[src/rtl/iter_div.sv]
// ---------------------------------------------------------------------------
// iter_div : iterative restoring divider, one quotient bit per clock.
//
// Ports
//   clk, reset      single clock, asynchronous active-high reset
//   flush           abandons any operation in flight (back to IDLE next edge)
//   in_valid/in_ready   request handshake; in_ready is high only in IDLE
//   a, b            dividend and divisor (WIDTH bits)
//   op_signed       1 = signed, 0 = unsigned
//   op_rem          1 = return remainder, 0 = return quotient
//   op_word         1 = 32-bit word operation (only when HAS_WORD=1, WIDTH=64)
//   out_valid/out_ready result handshake; result is held while in DONE
//   result          quotient or remainder, forced to 0 whenever out_valid=0
//   busy            high in every state except IDLE
//
// Divide-by-zero and signed overflow skip the iteration and land in DONE on
// the accept edge. Every other request runs N shift-subtract steps on the
// operand magnitudes, then one FIX cycle applies signs and word extension.
// ---------------------------------------------------------------------------
module iter_div #(
   parameter int WIDTH    = 64,
   parameter int HAS_WORD = 1
) (
   input  logic             clk,
   input  logic             reset,
   input  logic             flush,
   input  logic             in_valid,
   output logic             in_ready,
   input  logic [WIDTH-1:0] a,
   input  logic [WIDTH-1:0] b,
   input  logic             op_signed,
   input  logic             op_rem,
   input  logic             op_word,
   output logic             out_valid,
   input  logic             out_ready,
   output logic [WIDTH-1:0] result,
   output logic             busy
);

   localparam logic [1:0] IDLE = 2'd0;
   localparam logic [1:0] ITER = 2'd1;
   localparam logic [1:0] FIX  = 2'd2;
   localparam logic [1:0] DONE = 2'd3;

   localparam int CW = $clog2(WIDTH + 1);

   logic [1:0]       state;
   logic [CW-1:0]    count;
   logic [WIDTH-1:0] rem_q;
   logic [WIDTH-1:0] quo_q;
   logic [WIDTH-1:0] div_q;
   logic             neg_quo;
   logic             neg_rem;
   logic             sel_rem;
   logic             word_q;
   logic [WIDTH-1:0] res_q;

   logic             word_in;
   logic [WIDTH-1:0] ext_a;
   logic [WIDTH-1:0] ext_b;
   logic             a_neg;
   logic             b_neg;
   logic [WIDTH-1:0] abs_a;
   logic [WIDTH-1:0] abs_b;
   logic [WIDTH-1:0] most_neg;
   logic             div_zero;
   logic             overflow;
   logic [WIDTH-1:0] special_raw;
   logic [WIDTH-1:0] special_res;
   logic [WIDTH-1:0] dividend_init;
   logic [CW-1:0]    steps_init;

   logic [WIDTH:0]   rem_shift;
   logic [WIDTH:0]   diff;
   logic             fits;
   logic [WIDTH-1:0] quo_fixed;
   logic [WIDTH-1:0] rem_fixed;
   logic [WIDTH-1:0] fix_res;

   // Copies bit 31 into every bit above it when en is set; a no-op for WIDTH=32.
   function automatic logic [WIDTH-1:0] sext31(input logic [WIDTH-1:0] v, input logic en);
      logic [WIDTH-1:0] r;
      r = v;
      if (en) begin
         for (int i = 32; i < WIDTH; i++) begin
            r[i] = v[31];
         end
      end
      return r;
   endfunction

   // Accept-side decode: effective operands, magnitudes and the two special cases.
   // In word mode the dividend magnitude is left-aligned so the iteration always
   // consumes bits from the top of quo_q, whatever N is.
   always_comb begin
      word_in = (HAS_WORD != 0) && (WIDTH == 64) && op_word;
      ext_a   = a;
      ext_b   = b;
      if (word_in) begin
         for (int i = 32; i < WIDTH; i++) begin
            ext_a[i] = op_signed & a[31];
            ext_b[i] = op_signed & b[31];
         end
      end
      a_neg    = op_signed & ext_a[WIDTH-1];
      b_neg    = op_signed & ext_b[WIDTH-1];
      abs_a    = a_neg ? (~ext_a + 1'b1) : ext_a;
      abs_b    = b_neg ? (~ext_b + 1'b1) : ext_b;
      most_neg = word_in ? ({WIDTH{1'b1}} << 31) : ({WIDTH{1'b1}} << (WIDTH - 1));
      div_zero = (ext_b == '0);
      overflow = op_signed && (ext_a == most_neg) && (ext_b == '1);
      if (div_zero) begin
         special_raw = op_rem ? ext_a : '1;
      end else begin
         special_raw = op_rem ? '0 : ext_a;
      end
      special_res   = sext31(special_raw, word_in);
      dividend_init = word_in ? (abs_a << (WIDTH - 32)) : abs_a;
      steps_init    = word_in ? CW'(32) : CW'(WIDTH);
   end

   // One restoring step: shift the next dividend bit into the partial remainder
   // and keep the subtraction only when it does not go negative.
   always_comb begin
      rem_shift = {rem_q, quo_q[WIDTH-1]};
      diff      = rem_shift - {1'b0, div_q};
      fits      = ~diff[WIDTH];
   end

   // Sign correction and result selection used by the FIX cycle.
   always_comb begin
      quo_fixed = neg_quo ? (~quo_q + 1'b1) : quo_q;
      rem_fixed = neg_rem ? (~rem_q + 1'b1) : rem_q;
      fix_res   = sext31(sel_rem ? rem_fixed : quo_fixed, word_q);
   end

   // Control FSM and datapath registers; flush beats every other request.
   always_ff @(posedge clk or posedge reset) begin
      if (reset) begin
         state   <= IDLE;
         count   <= '0;
         rem_q   <= '0;
         quo_q   <= '0;
         div_q   <= '0;
         neg_quo <= 1'b0;
         neg_rem <= 1'b0;
         sel_rem <= 1'b0;
         word_q  <= 1'b0;
         res_q   <= '0;
      end else if (flush) begin
         state <= IDLE;
         count <= '0;
         res_q <= '0;
      end else begin
         case (state)
            IDLE: begin
               if (in_valid) begin
                  sel_rem <= op_rem;
                  word_q  <= word_in;
                  if (div_zero || overflow) begin
                     res_q <= special_res;
                     state <= DONE;
                  end else begin
                     rem_q   <= '0;
                     quo_q   <= dividend_init;
                     div_q   <= abs_b;
                     neg_quo <= a_neg ^ b_neg;
                     neg_rem <= a_neg;
                     count   <= steps_init;
                     state   <= ITER;
                  end
               end
            end
            ITER: begin
               rem_q <= fits ? diff[WIDTH-1:0] : rem_shift[WIDTH-1:0];
               quo_q <= {quo_q[WIDTH-2:0], fits};
               count <= count - 1'b1;
               if (count == CW'(1)) begin
                  state <= FIX;
               end
            end
            FIX: begin
               res_q <= fix_res;
               state <= DONE;
            end
            default: begin
               if (out_ready) begin
                  res_q <= '0;
                  state <= IDLE;
               end
            end
         endcase
      end
   end

   assign in_ready  = (state == IDLE);
   assign busy      = (state != IDLE);
   assign out_valid = (state == DONE);
   assign result    = out_valid ? res_q : '0;

endmodule

[config.mk]
export PLATFORM = sky130hd
export DESIGN_NAME = iter_div
export DESIGN_NICKNAME = d
export VERILOG_FILES = /design/src/rtl/iter_div.sv
export SDC_FILE = /design/constraint.sdc
export NUM_CORES = 1
export LEC_CHECK = 0
export CAP_MARGIN = 40
export CORE_ASPECT_RATIO = 0.6
export CORE_UTILIZATION = 40
export DETAILED_ROUTE_END_ITERATION = 7
export SLEW_MARGIN = 20
export SYNTH_ARGS = -nofsm -noshare
export SYNTH_HDL_FRONTEND = slang
export SYNTH_SLANG_ARGS = --single-unit
[constraint.sdc]
create_clock -name clk -period 19 [get_ports clk]
set_input_delay 1.9 -clock clk [delete_from_list [all_inputs] [get_ports clk]]
set_output_delay 1.9 -clock clk [all_outputs]
set_load 0.02 [all_outputs]
### After elaboration in Yosys (flattened, before gate mapping)

Cells that the tools add are included.

| cells by class | value |
|---|---|
| reductions and logical operators | 16 |
| bitwise logic cells | 12 |
| multiplexer cells | 38 |
| add/subtract/negate cells | 6 |
| equality and inequality tests | 13 |

Operators by type and width:

| cell | count |
|---|---|
| 64-bit two-way mux | 19 |
| 64-bit by 1-bit adder with 64-bit output (second input constant) | 4 |
| 64-bit NOT | 4 |
| 64-bit one-hot mux with 2 select lines | 2 |
| 64-bit one-hot mux with 3 select lines | 1 |
| 32-bit two-way mux | 4 |
| 65-bit by 64-bit subtractor with 65-bit output | 1 |
| 64-bit == test | 1 |
| 64-bit == test (second input constant) | 1 |
| 64-bit zero test | 1 |
| 63-bit two-way mux | 1 |
| 7-bit two-way mux | 4 |
| 7-bit one-hot mux with 2 select lines | 1 |
| 4-bit AND reduction | 3 |
| 2-bit two-way mux | 5 |
| 3-bit != test (second input constant) | 3 |
| 3-bit AND reduction | 3 |
| 7-bit by 1-bit == test with 1-bit output (second input constant) | 1 |
| 7-bit by 1-bit subtractor with 7-bit output (second input constant) | 1 |
| 2-bit != test (second input constant) | 3 |
| 2-bit one-hot mux with 3 select lines | 1 |
| 5-bit nonzero test | 1 |
| 1-bit bitwise AND | 4 |
| 2-bit == test (second input constant) | 2 |
| other kinds (10) | 14 |

| word-level totals | value |
|---|---|
| word-level logic and storage cells | 95 |
| register bits | 269 |
| output and inout port bits | 67 |

### Longest topological paths before layout

Gate-level depths: netlist of run 1.

| logic depth | value |
|---|---|
| depth in word-level cells | 10 |
| gate-level depth with buffers | 15 |

### Worst setup path after synthesis of run 1

OpenSTA, ideal clock, no wires.

| timing path | value |
|---|---|
| path type | input port to flip-flop |
| start point | input port b[12] |
| end point | register rem_q[40] |
| cell stages on the path | 13 |
| arrival | 4,954 ps |
| data required time | 18,867 ps |
| path buffers | 3 |
| path slack | 13,913 ps |
| cell sequence | or4_1 -> or4_1 -> nor3_1 -> and3_1 -> buf_2 -> a21oi_1 -> a21boi_2 -> nand2b_1 -> buf_2 -> nor2_1 -> buf_2 -> a22oi_1 -> o21ai_0 |

| between the ends | value |
|---|---|
| cells in the longest elaborated chain, start to end | 5 |
| elaborated cells between the ends (all ways) | 6 |
| those cells by class | eq/ne: 2; reduce/logical: 4 |

RTL lines:

| item | RTL line | RTL |
|---|---|---|
| start: declaration | 30 | `input logic [WIDTH-1:0] b,` |
| 64-bit == test | 111 | `overflow = op_signed && (ext_a == most_neg) && (ext_b == '1);` |
| 1-bit logical AND | 111 |  |
| 1-bit logical OR * | 160 | `if (div_zero \|\| overflow) begin` |
| 2-bit != test (no source line) * | - |  |
| 4-bit AND reduction (no source line) * | - |  |
| end signal: assignment | 175 | `rem_q <= fits ? diff[WIDTH-1:0] : rem_shift[WIDTH-1:0];` |
| end: declaration | 49 | `logic [WIDTH-1:0] rem_q;` |

Every way passes the cells marked *; elsewhere a longest branch is shown, timed or not.
A chain may end at the register's enable or synchronous reset.

### Worst setup path after layout of run 1

| timing path | value |
|---|---|
| start point | input port op_word |
| end point | register rem_q[52] |

| between the ends | value |
|---|---|
| cells in the longest elaborated chain, start to end | 7 |
| elaborated cells between the ends (all ways) | 11 |
| those cells by class | eq/ne: 3; mux: 3; reduce/logical: 5 |

RTL lines:

| item | RTL line | RTL |
|---|---|---|
| start: declaration | 33 | `input logic op_word,` |
| 32-bit two-way mux or 63-bit two-way mux (tied branches) | 99, 109 |  |
| 64-bit == test | 111 |  |
| 1-bit logical AND (2 in a row) | 111 |  |
| 1-bit logical OR * | 160 |  |
| 2-bit != test (no source line) * | - |  |
| 4-bit AND reduction (no source line) * | - |  |

Marked as above.

==> summary.txt, run 1 <==
Status
  • Status: complete, no violations

Timing
  • Final period utilization: 0.364
  • Fmax: 0.144 GHz
  • RSZ-0062 raised after global routing: false
  • Slew Viols, Final: 0
  • Final min period: 6920 ps
  • Setup TNS: 0 ps
  • Relative slew slack: 0.337
  • Hold Fails Final Rpt: 0
  • Clock Skews: 13.9 ps
  • Slew @ Worst Pin: 987 ps
  • Final setup viols: 0

Layout
  • Final nets: 3474
  • FF/Latch Area: 6730 um^2
  • Area of the multi-input gates: 16400 um^2
  • FILL cells: 5981
  • Final Util: 0.471
  • Cell area after layout: 28200 um^2
  • Fraction of layout cells with a size suffix above 1: 0.0521
  • Area grow syn2layout: 15.4%

Worst setup path
  • CP most frequent cell: buf_4
  • Critical Path Sink Type: register
  • Start point of the critical path: op_word
  • CP arrival: 7420 ps
  • Worst r2r src: rem_q[53]$_DFFE_PP0P_
  • Delay-heaviest family, CP: buffers and inverters
  • Critical path class: input pin to register
  • Buffers & Inverters on Critical Path: 7
  • Top fanout value on the critical path: 69
  • Critical path cell sequence: buf_4 > buf_4 > a21boi_1 > buf_4 > o22ai_1 > nor3_1 > and3_2 > buf_4 > a21oi_1 > a21boi_4 > buf_4 > nand2b_1 > buf_4 > nor2_1 > buf_4 > a221o_1
  • Slowest cell on the critical path: buf_4
  • CP required: 19500 ps
  • Slowest cell delay on critical path: 660 ps
  • Critical Path Source Type: input pin

Drt
  • Routed vias/inst: 6.17
  • Drt first pass iters: 5
  • Drt drc: 0
  • DR iter-0 viols: 2768
  • Routed WL per cell: 23.5 um
  • Routed Wire Length: 96300 um
  • Post-route ant nets: 0
  • Via count: 25.3k

Synth
  • Asr flop ratio synth: 1.00
  • Top cell type by total area after synthesis: dfrtp_1
  • Main synth FF type: dfrtp_1
  • Area fraction of the dominant cell type after synthesis: 0.275
  • Synth top cells by count: 315 x nand2_1, 312 x nor2_1, 310 x o21ai_0
  • Syn Inst Count: 3202
  • Mean Syn Cell Area: 7.64 um^2
  • Synthesized net count: 3414
  • Number of enable flip-flop cells after synthesis: 0
  • Register area share after synthesis: 0.275
  • Synth cell types: 82
  • Most common cell in the netlist: nand2_1
  • Synth Register Bits: 269
  • Number of warnings issued by yosys: 0
  • Area contributors post-synth: dfrtp_1 28%, o21ai_0 6.3%, xnor2_1 6.1%
  • Synth Cell Area: 24500 um^2

Clock tree
  • CTS tree: yes
  • H-tree lvl count: 1
  • Post_cts resized: 0
  • Clk sink count: 269
  • Cts bufs inserted: 30
  • # hold bufs at CTS: 0
  • Root Buffer: clkbuf_16
  • Clk Latency, worst-skew pair: 620 ps
  • Postcts setup bufs: 0
  • Max Buffers Root-to-Sink: 3
  • Clock transition at the registers of the reported paths: 70 ps

Global routing
  • First-pass GRT wire length: 146000 um
  • Number of global-route vias before repair: 23.3k
  • Tot GR Track Use: 0.301
  • Initial antenna violation count: 4
  • Largest net degree at the start of global routing: 130
  • Total global routing overflow: 0

Power and ir drop
  • Pwr Density: 116 nW/um^2
  • IR drop worst, VDD: 0.0819 mV
  • Static Leak: 11.3 nW

Floorplan
  • FP Rows: 69
  • Initial Utilization: 0.409
  • Die height: 194 um
  • Core Footprint: 59800 um^2
  • Die X-Extent: 321 um
  • Die area: 62200 um^2
  • I/O pin cnt: 203

Placed design
  • Area after DPL: 27100 um^2
  • Port buffer count: 202
  • Gpl congestion: 1.01
  • HPWL after detailed placement: 75300 um

Min path
  • Worst min-delay path class: register to register
  • Worst hold start: div_q[49]$_DFFE_PP0P_

Run
  • Total of max-cap violations: 0
tightest hold or removal path, delay by kind of cell, from the launching register on:
kind / cells / cell delay [ps]
AOI/OAI and AO/OA: 1 / 60
and+or+nand+nor: 1 / 50
DFF: 1 / 350
cell families (layout without fill, tap and decap cells):
group           after synthesis  after routing  share of synthesized area
xor+xnor                    297            297                      0.106
compound gates              991            991                      0.260
buf+inv                     356            439                     0.0561
simple gates               1097           1097                      0.215
other cells                   0              2                          0
flops                       269            269                      0.275
mux                          54             54                     0.0225
fa+ha+maj                   138            138                     0.0646
stage by stage:
step	total power, W	hold WS, ps	std cells	worst slack (ps)
after floorplan	0.00209	449	3202	9690
after global placement	0.00257	473	4025	11460
after detailed placement	0.00261	474	4037	11490
after CTS	0.00326	489	4092	12140
after global routing	0.00350	508	4101	11680
final	0.00329	484	4103	12080
layout make-up:
type                    instances  area share
repair buffers                261      0.0900
clock buffers                  36      0.0288
clock inverters                19     0.00785
inverters                     123      0.0166
diodes                          2    0.000177
flip-flops and latches        269       0.239
multi-input cells            2577       0.582
well taps                     816      0.0362
layout by cell type (no fill, tap or decap), types with 39 or more instances in the layout:
master	n
nand2_1	314
nor2_1	311
o21ai_0	310
dfrtp_1	267
a21oi_1	240
clkdlybuf4s50_1	200
xnor2_1	169
xor2_1	127
inv_1	120
nor3_1	83
and2_1	78
ha_1	73
maj3_1	62
o31ai_1	50
mux2i_1	47
nand3_1	44
or3_1	42
buf_4	39
power by group:
part           internal [W]  switching [W]
clock network      0.000360       0.000277
logic              0.000605        0.00110
registers          0.000762       0.000179
total               0.00173        0.00156
path summary, 6_finish.rpt:
| path | endpoint | slack [ps] | depth (start not counted) |
|---|---|---|---|
| worst max-delay path | rem_q[52]$_DFFE_PP0P_ | 12080 | 16 |
| worst min-delay path | div_q[49]$_DFFE_PP0P_ | 480 | 2 |
| worst max register to register | rem_q[52]$_DFFE_PP0P_ | 13770 | 12 |
| worst min register to register | div_q[49]$_DFFE_PP0P_ | 480 | 2 |
| max in group asynchronous | neg_quo$_DFFE_PP0P_ | 15930 | 3 |
| min in group asynchronous | div_q[60]$_DFFE_PP0P_ | 1730 | 2 |
metal layers:
metal / track usage / vias up / routed length (um)
li1: - / 11700 / -
met1: 0.464 / 12400 / 46800
met2: 0.417 / 1114 / 38800
met3: 0.0776 / 113 / 9000
met4: 0.0511 / 4 / 1700
met5: 0.00536 / - / 47
sequential cells by signal, summed over array words and instances, names as in the netlist:
| signal | flops |
|---|---|
| div_q | 64 |
| quo_q | 64 |
| rem_q | 64 |
| res_q | 64 |
| count | 7 |
| state | 2 |
| neg_quo | 1 |
| neg_rem | 1 |
| sel_rem | 1 |
| word_q | 1 |
Power figures use the tool's default switching activity.
==> inputs of run 2 (changes only) <==
==> constraint.sdc (replaced) <==
create_clock -name clk -period 5.6 [get_ports clk]
set_input_delay 0.56 -clock clk [delete_from_list [all_inputs] [get_ports clk]]
set_output_delay 0.56 -clock clk [all_outputs]
set_load 0.02 [all_outputs]
==> run 2 against run 1 <==
- non-clock buffer count rose by 17
- global-route usage rose by 0.33 points
- critical path type is now register to register
- count of clock-buffer cells in the layout rose by 4
- design area rose by 0.72%
- largest power group unchanged
- critical endpoint is now res_q[63]$_DFFE_PP0P_
- flip-flop and latch count did not move
- sequential share of layout area fell by 0.17 points
- clock skew rose by 22 ps
- register-to-register slack got worse by 13000 ps
- clock power rose to 3.5 times the previous value
- setup slack got worse by 11000 ps
==> summary.txt, run 2 (synthesis gave the netlist of run 1 again) <==
Floorplan
  • Core Footprint: 59800 um^2 (unchanged)
  • Die X-Extent: 321 um (unchanged)
  • Die height: 194 um (unchanged)
  • FP Rows: 69 (unchanged)
  • Die area: 62200 um^2 (unchanged)
  • Initial Utilization: 0.409 (unchanged)
  • I/O pin cnt: 203 (unchanged)

Worst setup path
  • Critical Path Sink Type: register (unchanged)
  • CP arrival: 5060 ps (was 7420 ps)
  • Slowest cell on the critical path: nor3_1 (was buf_4)
  • Critical path class: register to register (was input pin to register)
  • CP required: 6080 ps (was 19500 ps)
  • CP most frequent cell: or4_1 (was buf_4)
  • Critical Path Source Type: register (was input pin)
  • Critical path cell sequence: or3_1 > or4_1 > nor3_1 > nand2_1 > or4_1 > nand3b_1 > o31ai_1 > xnor2_1 > o221ai_1 > a311oi_1 (was buf_4 > buf_4 > a21boi_1 > buf_4 > o22ai_1 > nor3_1 > and3_2 > buf_4 > a21oi_1 > a21boi_4 > buf_4 > nand2b_1 > buf_4 > nor2_1 > buf_4 > a221o_1)
  • Top fanout value on the critical path: 7 (was 69)
  • Slowest cell delay on critical path: 790 ps (was 660 ps)

Drt
  • Via count: 25.5k (was 25.3k)
  • Routed WL per cell: 23.7 um (was 23.5 um)
  • DR iter-0 viols: 2895 (was 2768)
  • Drt drc: 0 (unchanged)
  • Routed vias/inst: 6.19 (was 6.17)
  • Post-route ant nets: 0 (unchanged)
  • Routed Wire Length: 97800 um (was 96300 um)
  • Drt first pass iters: 5 (unchanged)

Global routing
  • First-pass GRT wire length: 147000 um (was 146000 um)
  • Initial antenna violation count: 2 (was 4)
  • Largest net degree at the start of global routing: 146 (was 130)
  • Total global routing overflow: 0 (unchanged)
  • Number of global-route vias before repair: 23.4k (was 23.3k)
  • Tot GR Track Use: 0.304 (was 0.301)

Timing
  • Clock Skews: 36.0 ps (was 13.9 ps)
  • Final min period: 4580 ps
  • Slew @ Worst Pin: 967 ps (was 987 ps)
  • Final setup viols: 0 (unchanged)
  • Hold Fails Final Rpt: 0 (unchanged)
  • Fmax: 0.218 GHz
  • Setup TNS: 0 ps (unchanged)
  • Relative slew slack: 0.355 (was 0.337)
  • Final period utilization: 0.818
  • Slew Viols, Final: 0 (unchanged)
  • RSZ-0062 raised after global routing: false (unchanged)

Power and ir drop
  • IR drop worst, VDD: 0.250 mV (was 0.0819 mV)
  • Static Leak: 11.4 nW (was 11.3 nW)
  • Pwr Density: 396 nW/um^2 (was 116 nW/um^2)

Clock tree
  • Cts bufs inserted: 29 (was 30)
  • Clk Latency, worst-skew pair: 610 ps (was 620 ps)
  • Clock transition at the registers of the reported paths: 70 ps (about the same)
  • # hold bufs at CTS: 0 (unchanged)
  • Post_cts resized: 0 (unchanged)
  • CTS tree: yes (unchanged)
  • Postcts setup bufs: 0 (unchanged)
  • Max Buffers Root-to-Sink: 3 (unchanged)
  • H-tree lvl count: 1 (unchanged)
  • Clk sink count: 269 (unchanged)
  • Root Buffer: clkbuf_16 (unchanged)

Layout
  • Most frequent cells in the layout: 314 x nand2_1, 311 x nor2_1, 310 x o21ai_0, 267 x dfrtp_1, 240 x a21oi_1 (unchanged)
  • Area grow syn2layout: 16.2% (was 15.4%)
  • Cell area after layout: 28400 um^2 (was 28200 um^2)
  • Final nets: 3490 (was 3474)
  • Fraction of layout cells with a size suffix above 1: 0.0554 (was 0.0521)
  • Most common cell after layout, fill and taps aside: nand2_1 (unchanged)
  • FILL cells: 5935 (was 5981)

Run
  • Total of max-cap violations: 0 (unchanged)

Placed design
  • HPWL after detailed placement: 75900 um (was 75300 um)
  • Port buffer count: 202 (unchanged)
  • Area after DPL: 27200 um^2 (was 27100 um^2)
  • Gpl congestion: 0.999 (was 1.01)

Status
  • Status: complete, no violations (unchanged)

Min path
  • Worst min-delay path class: input pin to asynchronous set/reset pin (was register to register)
[run 2: report_power, final]
group	internal, W	total (W)	switching, W
Sequential	0.00258	0.00327	0.000684
Combinational	0.00209	0.00579	0.00370
Clock	0.00131	0.00220	0.000895
[run 2: layout make-up]
type | instances | area, um^2 | area share
timing repair buffer | 278 | 2730 | 0.0961
tap | 816 | 1020 | 0.0359
multi-input combinational | 2577 | 16400 | 0.577
clock inverter | 14 | 233 | 0.00819
inverter | 123 | 465 | 0.0164
antenna | 1 | 2.50 | 0.0000881
clock buffer | 40 | 827 | 0.0291
sequential | 269 | 6730 | 0.237
[run 2: stage by stage]
step	util	std cells	hold slack, ps	power [W]	setup WS [ps]
after floorplan	-	3202	449	0.00710	1490
after global placement	0.454	4045	470	0.00880	866
after detailed placement	0.455	4050	475	0.00892	792
after CTS	0.473	4104	271	0.0112	1200
after global routing	0.475	4117	292	0.0120	993
final	0.475	4118	281	0.0113	1020
[run 2: critical path: cells and delay by family, from the launching register on]
family | cells | cell delay, ps
flip-flops | 1 | 430
XOR/XNOR | 1 | 160
AND/OR/NAND/NOR | 6 | 2990
AO/OA/AOI/OAI | 3 | 870
[run 2: path summary, 6_finish.rpt]
kind	to	from	slack (ps)	cells after the start
min in group clk	div_q[32]$_DFFE_PP0P_	div_q[32]$_DFFE_PP0P_	480	2
hold / removal	div_q[60]$_DFFE_PP0P_	reset	280	2
setup / recovery	res_q[63]$_DFFE_PP0P_	quo_q[28]$_DFFE_PP0P_	1020	10
setup reg to reg	res_q[63]$_DFFE_PP0P_	quo_q[28]$_DFFE_PP0P_	1020	10
max in group asynchronous	rem_q[7]$_DFFE_PP0P_	reset	4150	4
hold reg to reg	div_q[32]$_DFFE_PP0P_	div_q[32]$_DFFE_PP0P_	480	2
[run 2: per-layer routing]
metal | routed length, um | up-vias | track usage
met5 | 18 | - | 0
met4 | 2600 | 2 | 0.0732
met3 | 10700 | 148 | 0.0952
met2 | 38600 | 1189 | 0.412
met1 | 45800 | 12400 | 0.459
li1 | - | 11800 | -
